### src/rtl/led_pulse_driver.sv
// LED pulse stretcher: turns single-cycle event flags into LED pulses that last
// HOLD_TICKS prescaler ticks. Each channel has its own counter; all channels
// share one free-running prescaler.
module led_pulse_driver #(
  parameter int unsigned NUM_CHANNELS = 1,
  parameter int unsigned PRESCALE     = 50000,
  parameter int unsigned HOLD_TICKS   = 250,
  parameter int unsigned RETRIGGER    = 1
) (
  input  logic                    clock,
  input  logic                    reset_n,
  input  logic                    clear,
  input  logic [NUM_CHANNELS-1:0] event_in,
  output logic [NUM_CHANNELS-1:0] led,
  output logic                    busy
);

  // A width of 1 still works when PRESCALE is 1: the counter sits at 0 and ticks every cycle.
  localparam int unsigned PsW  = (PRESCALE > 1) ? $clog2(PRESCALE) : 1;
  localparam int unsigned CntW = $clog2(HOLD_TICKS + 1);

  localparam logic [PsW-1:0]  PsMax   = PsW'(PRESCALE - 1);
  localparam logic [CntW-1:0] CntLoad = CntW'(HOLD_TICKS);
  localparam logic [CntW-1:0] CntOne  = CntW'(1);

  logic [PsW-1:0]          ps_q, ps_d;
  logic                    tick;
  logic [CntW-1:0]         cnt_q [NUM_CHANNELS];
  logic [CntW-1:0]         cnt_d [NUM_CHANNELS];
  logic [NUM_CHANNELS-1:0] led_q, led_d;
  logic                    busy_q, busy_d;

  assign tick = (ps_q == PsMax);

  // Prescaler next state: wraps at PRESCALE-1; clear forces it back to 0.
  always_comb begin
    ps_d = ps_q + PsW'(1);
    if (clear || tick) begin
      ps_d = '0;
    end
  end

  // Per-channel next state: clear, then load, then decrement on tick.
  always_comb begin
    cnt_d = cnt_q;
    led_d = led_q;
    for (int i = 0; i < NUM_CHANNELS; i++) begin
      if (clear) begin
        cnt_d[i] = '0;
        led_d[i] = 1'b0;
      end else if (event_in[i] && ((cnt_q[i] == '0) || (RETRIGGER != 0))) begin
        cnt_d[i] = CntLoad;
        led_d[i] = 1'b1;
      end else if (tick && (cnt_q[i] != '0)) begin
        cnt_d[i] = cnt_q[i] - CntOne;
        led_d[i] = (cnt_q[i] != CntOne);
      end
    end
    // Computed from next-state LED bits so busy never lags led.
    busy_d = |led_d;
  end

  // State registers with asynchronous active-low reset.
  always_ff @(posedge clock or negedge reset_n) begin
    if (!reset_n) begin
      ps_q   <= '0;
      led_q  <= '0;
      busy_q <= 1'b0;
      for (int i = 0; i < NUM_CHANNELS; i++) begin
        cnt_q[i] <= '0;
      end
    end else begin
      ps_q   <= ps_d;
      led_q  <= led_d;
      busy_q <= busy_d;
      for (int i = 0; i < NUM_CHANNELS; i++) begin
        cnt_q[i] <= cnt_d[i];
      end
    end
  end

  assign led  = led_q;
  assign busy = busy_q;

endmodule

### config.mk
export PLATFORM = sky130hd
export DESIGN_NAME = led_pulse_driver
export DESIGN_NICKNAME = d
export VERILOG_FILES = /design/src/rtl/led_pulse_driver.sv
export SDC_FILE = /design/constraint.sdc
export NUM_CORES = 1
export LEC_CHECK = 0
export CAP_MARGIN = 5
export CORE_UTILIZATION = 55
export DETAILED_ROUTE_END_ITERATION = 6
export GPL_ROUTABILITY_DRIVEN = 0
export PLACE_DENSITY_LB_ADDON = 0.3
export SYNTH_ARGS = -nofsm -noshare
export SYNTH_HDL_FRONTEND = slang
export SYNTH_SLANG_ARGS = --single-unit
### constraint.sdc
create_clock -name clock -period 2.5 [get_ports clock]
set_input_delay 0.75 -clock clock [delete_from_list [all_inputs] [get_ports clock]]
set_output_delay 0.75 -clock clock [all_outputs]
set_load 0.01 [all_outputs]
After elaboration in Yosys (flattened, before gate mapping)
Index checks and enable logic that the tools add are counted.
- logic and storage cells: 18
- bits in registers: 25
- input port bits: 4
- output and inout bits: 2
- $add $sub $neg: 2
- equality and inequality tests: 2
- muxes and demuxes: 7
- reductions and logical operators: 4
- operators by type and width (kind ; number):
    $mux W8 ; 3
    $add A16 B1 Y16 const B ; 1
    $eq A16 B16 Y1 const B ; 1
    $mux W16 ; 1
    $ne A8 B1 Y1 const B ; 1
    $reduce_bool A8 Y1 ; 1
    $sub A8 B1 Y8 const B ; 1
    $mux W1 ; 3
    $reduce_bool A3 Y1 ; 1
    $logic_and A1 B1 Y1 ; 1
    $logic_or A1 B1 Y1 ; 1

Depth between registers and ports, before layout
Gate-level depths: netlist (run 1).
- depth in word-level cells: 5
- depth in mapped cells: 7
- gate-level depth less buffers: 6

Worst setup path after synthesis (run 1)
No wires, ideal clock.
- path type: reg-to-reg
- start point: register cnt_q[0] in the netlist's numbering
- end point: register cnt_q[7] in the netlist's numbering
- buffers on the path: 1
- library setup time: 143 ps
- data arrival time: 1757 ps
- clock period less this slack: 1900 ps
- cell stages (with the launch flop): 8
- path slack: 600 ps
- required time: 2357 ps
- cells stage by stage: dfrtp_1 inv_1 ha_1 or3b_2 or2_0 buf_2 a311oi_1 a311oi_1
- word-level cells in the longest chain between the ends: 4
- elaborated cells between the ends (all ways): 7
- those cells by class: 1 x add/sub; 3 x mux; 3 x reduce/logical
- ends and longest elaborated chain (element ; RTL line ; RTL):
    from (decl) ; 28 ; logic [CntW-1:0] cnt_q [NUM_CHANNELS];
    from (signal, indexed assignment) ; 77 ; cnt_q[i] <= cnt_d[i];
    $sub A8 B1 Y8 ; 55 ; cnt_d[i] = cnt_q[i] - CntOne;
    $mux W8 ; 54 ; end else if (tick && (cnt_q[i] != '0)) begin
    $mux W8 ; 51 ; end else if (event_in[i] && ((cnt_q[i] == '0) || (RETRIGGER != 0))) begin
    $mux W8 ; 48 ; if (clear) begin
Several ways; a longest one is shown, not always the timed one. The select of a mux whose other input is x is not followed.
A chain may end at the register's enable or synchronous reset.

Final worst setup path (run 1)
- start point: register cnt_q[0] in the netlist's numbering
- end point: register cnt_q[1] in the netlist's numbering
Same word-level chain as after synthesis.

==> flow_summary.toml, run 1 <==
[critical_path]
worst-path-buf-inv = 1
cp_slowest_stage_delay_ps = 510
critical_path.endpoint = "cnt_q[1]"
worst_r2r_endpoint = "cnt_q[1]"
path_cells = "inv_1 > ha_1 > or3b_2 > or2_0 > a211oi_1 > a311oi_1"
timing_worst_setup_path_type = "reg -> reg"
critical_path_depth = 6
worst_r2r_startpoint = "cnt_q[0]"
critical-path-slowest-cell = "or3b_2"
critPathLaunchType = "register"
worst-r2r-cell-count = 6
cp.arrival_ps = 2440
end_kind = "register"
critPathLaunch = "cnt_q[0]"
path_max_fanout = 6
crit_family = "simple AND/OR/NAND/NOR gates"
rrSetupSlack_ps = 250
critical_path_required_ps = 2690

[global_route]
grt_first_pass_wirelength_mm = 4.60
all_layer_gr_usage_pct = 22.9
via_count_of_the_first_global_routing_pass = 1027
pin_count_of_the_biggest_net_entering_global_routing = 26
antenna_found_initial = 0
grt_overflow = 0

[finish]
num_antenna_cells = 0
stdcell_area_um2 = 1490
fill_cells = 191
multi_input_area_um2 = 714
area.sequential_um2 = 626
syn_to_final_growth_pct = 6.16
layout_cell_share_with_drive_strength_beyond_1_pct = 11.2
post-route-util_pct = 64.8
layout.nets = 151

[timing]
hold_viol = 0
timing.final.crit_share_pct = 89.9
timing.clock.skew_ps = 3.90
timing.fmax_mhz = 445
hold-worst-slack_ps = 499
slew-limit-headroom_pct = 66.4
totalNegativeSetupSlack_ps = 0
rsz0062_at_grt = "no"
tightestPinTransition_ps = 500
period_needed_ps = 2250
slew_violations = 0
timing.final.setup_violations = 0

[synthesis]
syn_area_per_cell_um2 = 10.2
synth_top_cell_by_area = "dfrtp_1"
post-synth-top-area-fraction_pct = 44.6
yosys_warnings = 0
post-synth-top-count-cell = "dfrtp_1"
postSynth.asyncResetShare_pct = 100
syn_area_um2 = 1400
synth_cell_types = 41
yosys-top-cells-area = "dfrtp_1, nor2_1, a311oi_1, xnor2_1, xor2_1"
synth_ff_type = "dfrtp_1"
synthesized_flop_and_latch_total = 25
syn_nets = 144
postSynthCellCount = 137
number_of_flops_mapped_to_enable_cells_by_yosys = 0
synthTopCellsByCount = "dfrtp_1, nor2_1, a311oi_1, xnor2_1"
portion_of_the_post_synthesis_area_used_by_sequential_elements_pct = 44.6

[clock_network]
clkSlewWorstSetupHoldPaths_ps = 140
tritoncts = "done"
cts_made_buffers = 3
tritoncts_num_sinks = 25
clock_tree.buffer_depth = 2
cts_setup_buffers = 0
post_cts_hold_buffer_count = 0
ctsHtreeMaxLevel = 1
worstSkewPairLatency_ps = 320
cts.root.buffer_cell = "clkbuf_4"
post_cts_resize_count = 0

[route]
wire_per_inst_um = 16.0
drt-total-wl_mm = 2.74
ant_nets = 0
detail_route.first_pass.iterations = 4
route.detailed.drc = 0
vias_per_cell = 6.38
vias = 1091
drtIter0Drc = 36

[floorplan]
design.portCount = 6
start_util_pct = 61.1
placementRows = 17
die_area_um2 = 2760
floorplan.die.width_um = 52.5
dieHeight_um = 52.5
coreArea_um2 = 2300

[power]
total_power_mw = 0.690
power-per-cell-area_nw_per_um2 = 463
static-leakage-power_nw = 0.602
peakVddDrop_mv = 0.318

[min_path]
hp-class = "reg -> reg"

[outcome]
run_status = "finished, final reports clean"

[placed_design]
detailedPlacementHpwl_mm = 1.91
dpl-instance-area_um2 = 1460
io_buffer_count = 5

[flow_run]
cap_viol_max_count = 0
## final cells by class
type | instances | area share [%]
inverters | 4 | 1.01
clock buffers | 4 | 1.76
multi-input cells | 102 | 48.0
flip-flops and latches | 25 | 42.0
well taps | 28 | 2.35
repair buffers | 8 | 4.87
## worst register-to-register path, delay by kind of cell (launching register included)
kind | cells | cell delay (ps)
and+or+nand+nor | 2 | 860
DFF | 1 | 460
buffers and inverters | 1 | 100
adders and majority gates | 1 | 210
AOI/OAI and AO/OA | 2 | 490
## logic make-up after synthesis
kind of cell / synth area share, %
DFF: 44.6
adders and majority gates: 2.68
buffers and inverters: 4.46
AOI/OAI and AO/OA: 10.4
and+or+nand+nor: 29.7
xor gates and xnor gates: 8.12
## worst min-delay path by stage
stage	slack [ps]	from	depth (start not counted)	end
finish	500	ps_q[0]	1	ps_q[0]
floorplan	450	reset_n	0	busy
global route	530	ps_q[0]	1	ps_q[0]
detailed placement	490	ps_q[0]	1	ps_q[0]
global placement	470	ps_q[0]	1	ps_q[0]
CTS	500	ps_q[0]	1	ps_q[0]
## sequential cells by signal (all words and copies together) (netlist names)
name / flops
ps_q: 16
cnt_q: 8
busy: 1
## metal layers
metal	share of wire, %	vias to the layer above	track usage, %
li1	-	518	-
met1	51	549	32.0
met2	46	20	36.7
met3	2.6	4	2.61
met4	1.1	0	7.46
met5	0	-	0
## metrics by stage
step	setup slack, ps	std cells
after floorplan	600	137
after global placement	413	167
after CTS	330	171
after detailed placement	355	167
final	252	171
after global routing	168	171
## power by group
part           switching, mW  internal [mW]  total, mW
Clock                  0.124         0.0624      0.187
Combinational         0.0420         0.0316     0.0737
Sequential            0.0134          0.416      0.429
Total                  0.180          0.510      0.690
## cells in the final DEF, fill, tap and decap left out, types with 2 or more instances in the layout
cell type	netlist	layout
or3b_2	2	2
a211oi_1	2	2
a311oi_1	7	7
clkdlybuf4s50_1	0	5
buf_4	1	3
xnor2_1	7	7
or4_1	2	2
nor3_1	4	4
nor4_1	6	6
a21boi_0	2	2
and4_1	3	3
clkbuf_4	0	3
nand4_1	4	4
nor2_1	20	20
ha_1	3	3
nand2_1	4	4
dfrtp_1	25	25
and4bb_2	2	2
nor2b_1	3	3
xor2_1	6	6
inv_1	4	4
and3_1	2	2
o21ai_0	2	2
nand3_1	6	6
(Power assumes the default switching activity.)
==> run 2, diff against run 1 <==
MAX_ROUTING_LAYER = met4   (was unset)
REMOVE_ABC_BUFFERS = 1   (was unset)
==> flow_summary.toml, run 2 (synthesis gave the netlist of run 1 again) <==
[finish]
largest_register_ff_count = 16
fill_cells = 197
layout_cell_share_with_drive_strength_beyond_1_pct = 10.6
layout.nets = 150
largest_register = "ps_q"
stdcell_area_um2 = 1480
post-route-util_pct = 64.5
final_common_cell = "dfrtp_1"
num_antenna_cells = 0
syn_to_final_growth_pct = 5.62
final_cell_mix = "dfrtp_1, nor2_1, xnor2_1, a311oi_1"

[route]
vias_per_cell = 6.39
vias = 1086
drt-total-wl_mm = 2.83
route.detailed.drc = 0
drtIter0Drc = 33
ant_nets = 0
wire_per_inst_um = 16.6
detail_route.first_pass.iterations = 4

[placed_design]
detailedPlacementHpwl_mm = 1.97
io_buffer_count = 5
dpl-instance-area_um2 = 1460

[timing]
timing.fmax_mhz = 452
timing.clock.skew_ps = 2.52
rsz0062_at_grt = "no"
period_needed_ps = 2210
tightestPinTransition_ps = 539
timing.final.crit_share_pct = 88.5
slew_violations = 0
slew-limit-headroom_pct = 63.7
totalNegativeSetupSlack_ps = 0
timing.final.setup_violations = 0
hold_viol = 0

[power]
static-leakage-power_nw = 0.597
share_clk_of_total_power_pct = 26.4
power.net_switching_mw = 0.174
power_report.internal_total_mw = 0.509
p_sw_share_pct = 25.5
peakVddDrop_mv = 0.401
sequential_fraction_of_design_power_pct = 62.9
power-per-cell-area_nw_per_um2 = 461
power.combinational.fraction_pct = 10.7

[critical_path]
worst-path-buf-inv = 1
end_kind = "register"
critPathLaunch = "cnt_q[0]"
path_max_fanout = 6
worst_r2r_startpoint = "cnt_q[0]"
timing_worst_setup_path_type = "reg -> reg"
critical_path_required_ps = 2690
cp.arrival_ps = 2400
crit_family = "simple AND/OR/NAND/NOR gates"
path_cells = "inv_1 > ha_1 > or3b_2 > or2_0 > a211oi_1 > a311oi_1"
cp_slowest_stage_delay_ps = 510
critical-path-slowest-cell = "or3b_2"
critPathLaunchType = "register"

[flow_run]
cap_viol_max_count = 0

[floorplan]
start_util_pct = 61.1
design.portCount = 6
floorplan.die.width_um = 52.5
placementRows = 17
die_area_um2 = 2760
dieHeight_um = 52.5
coreArea_um2 = 2300

[outcome]
run_status = "finished, final reports clean"

[min_path]
min_from = "ps_q[0]"
hp-class = "reg -> reg"

[global_route]
pin_count_of_the_biggest_net_entering_global_routing = 26
grt_overflow = 0
all_layer_gr_usage_pct = 25.8
antenna_found_initial = 0
via_count_of_the_first_global_routing_pass = 1116
grt_first_pass_wirelength_mm = 5.04

[clock_network]
tritoncts = "done"
clkSlewWorstSetupHoldPaths_ps = 140
post_cts_resize_count = 0
post_cts_hold_buffer_count = 0
cts.root.buffer_cell = "clkbuf_4"
cts_made_buffers = 3
cts_setup_buffers = 0
ctsHtreeMaxLevel = 1
tritoncts_num_sinks = 25
worstSkewPairLatency_ps = 310
clock_tree.buffer_depth = 2
-- run 2: cell count changes in the layout (fill, tap and decap cells not counted) --
cell / delta
buf_4: -1
-- run 2: metrics by stage --
step           std cells  power [mW]  hold slack (ps)  worst slack (ps)
2_1_floorplan        131       0.473              454               622
3_3_place_gp         166       0.505              472               407
3_5_place_dp         166       0.509              474               350
4_1_cts              170       0.683              492               322
5_1_grt              170       0.711              518               187
6_report             170       0.683              489               287
-- run 2: layout make-up --
| class | instances | area [um^2] | area share, % |
|---|---|---|---|
| clock buffers | 4 | 26.3 | 1.77 |
| multi-input cells | 102 | 714 | 48.2 |
| well taps | 28 | 35.0 | 2.36 |
| flip-flops and latches | 25 | 626 | 42.2 |
| repair buffers | 7 | 65.1 | 4.39 |
| inverters | 4 | 15.0 | 1.01 |
-- run 2: power by group through the flow --
stage	Sequential (mW)	Combinational, mW	Clock (mW)
5_1_grt	0.432	0.0831	0.196
3_5_place_dp	0.437	0.0724	0
3_3_place_gp	0.436	0.0692	0
2_1_floorplan	0.435	0.0383	0
4_1_cts	0.429	0.0731	0.180
6_report	0.430	0.0728	0.181
-- run 2: worst register-to-register path, stage by stage (launching register included) --
cell and delay (ps):
dfrtp_1 440, inv_1 90, ha_1 220, or3b_2 520
or2_0 370, a211oi_1 360, a311oi_1 90
-- run 2: path summary, 6_finish.rpt --
| path | to | slack (ps) | cells after the start |
|---|---|---|---|
| setup / recovery | cnt_q[1] | 290 | 6 |
| hold / removal | ps_q[0] | 490 | 1 |
| max in group asynchronous | cnt_q[0] | 1480 | 2 |
| hold reg to reg | ps_q[0] | 490 | 1 |
| setup reg to reg | cnt_q[1] | 290 | 6 |
| min in group asynchronous | ps_q[10] | 780 | 2 |
-- run 2: per-layer routing --
layer,vias up,track usage [%],wire length [um]
met2,41,36.1,1260
met5,-,-,0
met3,10,3.77,155
met1,517,37.1,1350
li1,518,-,-
met4,0,11.0,62
==> run 3, diff against run 2 <==
MAX_ROUTING_LAYER = unset   (was met4)
==> flow_summary.toml, run 3 (synthesis gave the netlist of run 1 again) <==
[outcome]
run_status = "finished, final reports clean"

[clock_network]
tritoncts_num_sinks = 25
post_cts_resize_count = 0
cts_setup_buffers = 0
tritoncts = "done"
worstSkewPairLatency_ps = 310
clock_tree.buffer_depth = 2
post_cts_hold_buffer_count = 0
cts_made_buffers = 3
cts.root.buffer_cell = "clkbuf_4"
clkSlewWorstSetupHoldPaths_ps = 140
ctsHtreeMaxLevel = 1

[finish]
layout.nets = 150
fin_cells = 170
final_common_cell = "dfrtp_1"
largest_register_ff_count = 16
fill_cells = 197
largest_register = "ps_q"
stdcell_area_um2 = 1480
layout_cell_share_with_drive_strength_beyond_1_pct = 10.6
num_antenna_cells = 0
final_cell_mix = "dfrtp_1, nor2_1, xnor2_1, a311oi_1"
post-route-util_pct = 64.5
syn_to_final_growth_pct = 5.62

[placed_design]
dpl-instance-area_um2 = 1460
place_worst_setup_slack_ps = 350
io_buffer_count = 5
detailedPlacementHpwl_mm = 1.97
place.detailed.instances = 166

[power]
static-leakage-power_nw = 0.597
peakVddDrop_mv = 0.404
power-per-cell-area_nw_per_um2 = 460
total_power_mw = 0.681

[critical_path]
crit_family = "simple AND/OR/NAND/NOR gates"
rrSetupSlack_ps = 300
path_max_fanout = 6
end_kind = "register"
critical-path-slowest-cell = "or3b_2"
timing_worst_setup_path_type = "reg -> reg"
critPathLaunchType = "register"
path_cells = "inv_1 > ha_1 > or3b_2 > or2_0 > a211oi_1 > a311oi_1"
cp.arrival_ps = 2390
worst-path-buf-inv = 1
critical_path_required_ps = 2690
cp_slowest_stage_delay_ps = 510

[global_route]
grt_overflow = 0
grt_first_pass_wirelength_mm = 5.04
pin_count_of_the_biggest_net_entering_global_routing = 26
antenna_found_initial = 0
via_count_of_the_first_global_routing_pass = 1108
all_layer_gr_usage_pct = 25.2

[route]
ant_nets = 0
route.detailed.drc = 0
detail_route.first_pass.iterations = 4
vias_per_cell = 6.54
wire_per_inst_um = 16.5
drtIter0Drc = 32
drt-total-wl_mm = 2.80
vias = 1112

[floorplan]
start_util_pct = 61.1
dieHeight_um = 52.5
coreArea_um2 = 2300
placementRows = 17
die_area_um2 = 2760
floorplan.die.width_um = 52.5
design.portCount = 6

[timing]
tightestPinTransition_ps = 580
hold_viol = 0
hold-worst-slack_ps = 489
slew_violations = 0
rsz0062_at_grt = "no"
slew-limit-headroom_pct = 61.0
final.setup.worst_slack_ps = 302
totalNegativeSetupSlack_ps = 0
timing.final.setup_violations = 0
period_needed_ps = 2200
timing.clock.skew_ps = 7.13
timing.fmax_mhz = 455
timing.final.crit_share_pct = 87.9

[min_path]
hp-class = "reg -> reg"

[flow_run]
cap_viol_max_count = 0
==> run 3: worst reg2reg max path: stages, from the launching register on <==
cell and delay [ps]:
dfrtp_1 440, inv_1 90, ha_1 220, or3b_2 510, or2_0 360, a211oi_1 360
a311oi_1 90
==> run 3: per-layer routing <==
metal  wire length, um  part of all wire, %  global-route usage, %  vias up
met5                 0                    0                      0        -
met4                79                  2.8                   11.0        0
met3               122                  4.4                   4.06       14
met2              1220                   44                   36.1       40
met1              1380                   49                   37.1      539
li1                  -                    -                      -      519
==> run 3: worst paths after layout <==
path	from	endpoint	cells after the start
worst max-delay path	cnt_q[0]	cnt_q[1]	6
worst min-delay path	ps_q[0]	ps_q[0]	1
worst max register to register	cnt_q[0]	cnt_q[1]	6
worst min register to register	ps_q[0]	ps_q[0]	1
max in group asynchronous	reset_n	ps_q[15]	2
min in group asynchronous	reset_n	cnt_q[7]	2
==> run 3: power breakdown <==
group | internal, mW | total [mW] | switching, mW
logic | 0.0307 | 0.0729 | 0.0423
registers | 0.416 | 0.430 | 0.0137
clock network | 0.0622 | 0.178 | 0.116
==> run 3: cell type report <==
class	instances	area, um^2	area share (%)
Multi-Input combinational cell	102	714	48.2
Sequential cell	25	626	42.2
Timing Repair Buffer	7	65.1	4.39
Tap cell	28	35.0	2.36
Clock buffer	4	26.3	1.77
Inverter	4	15.0	1.01
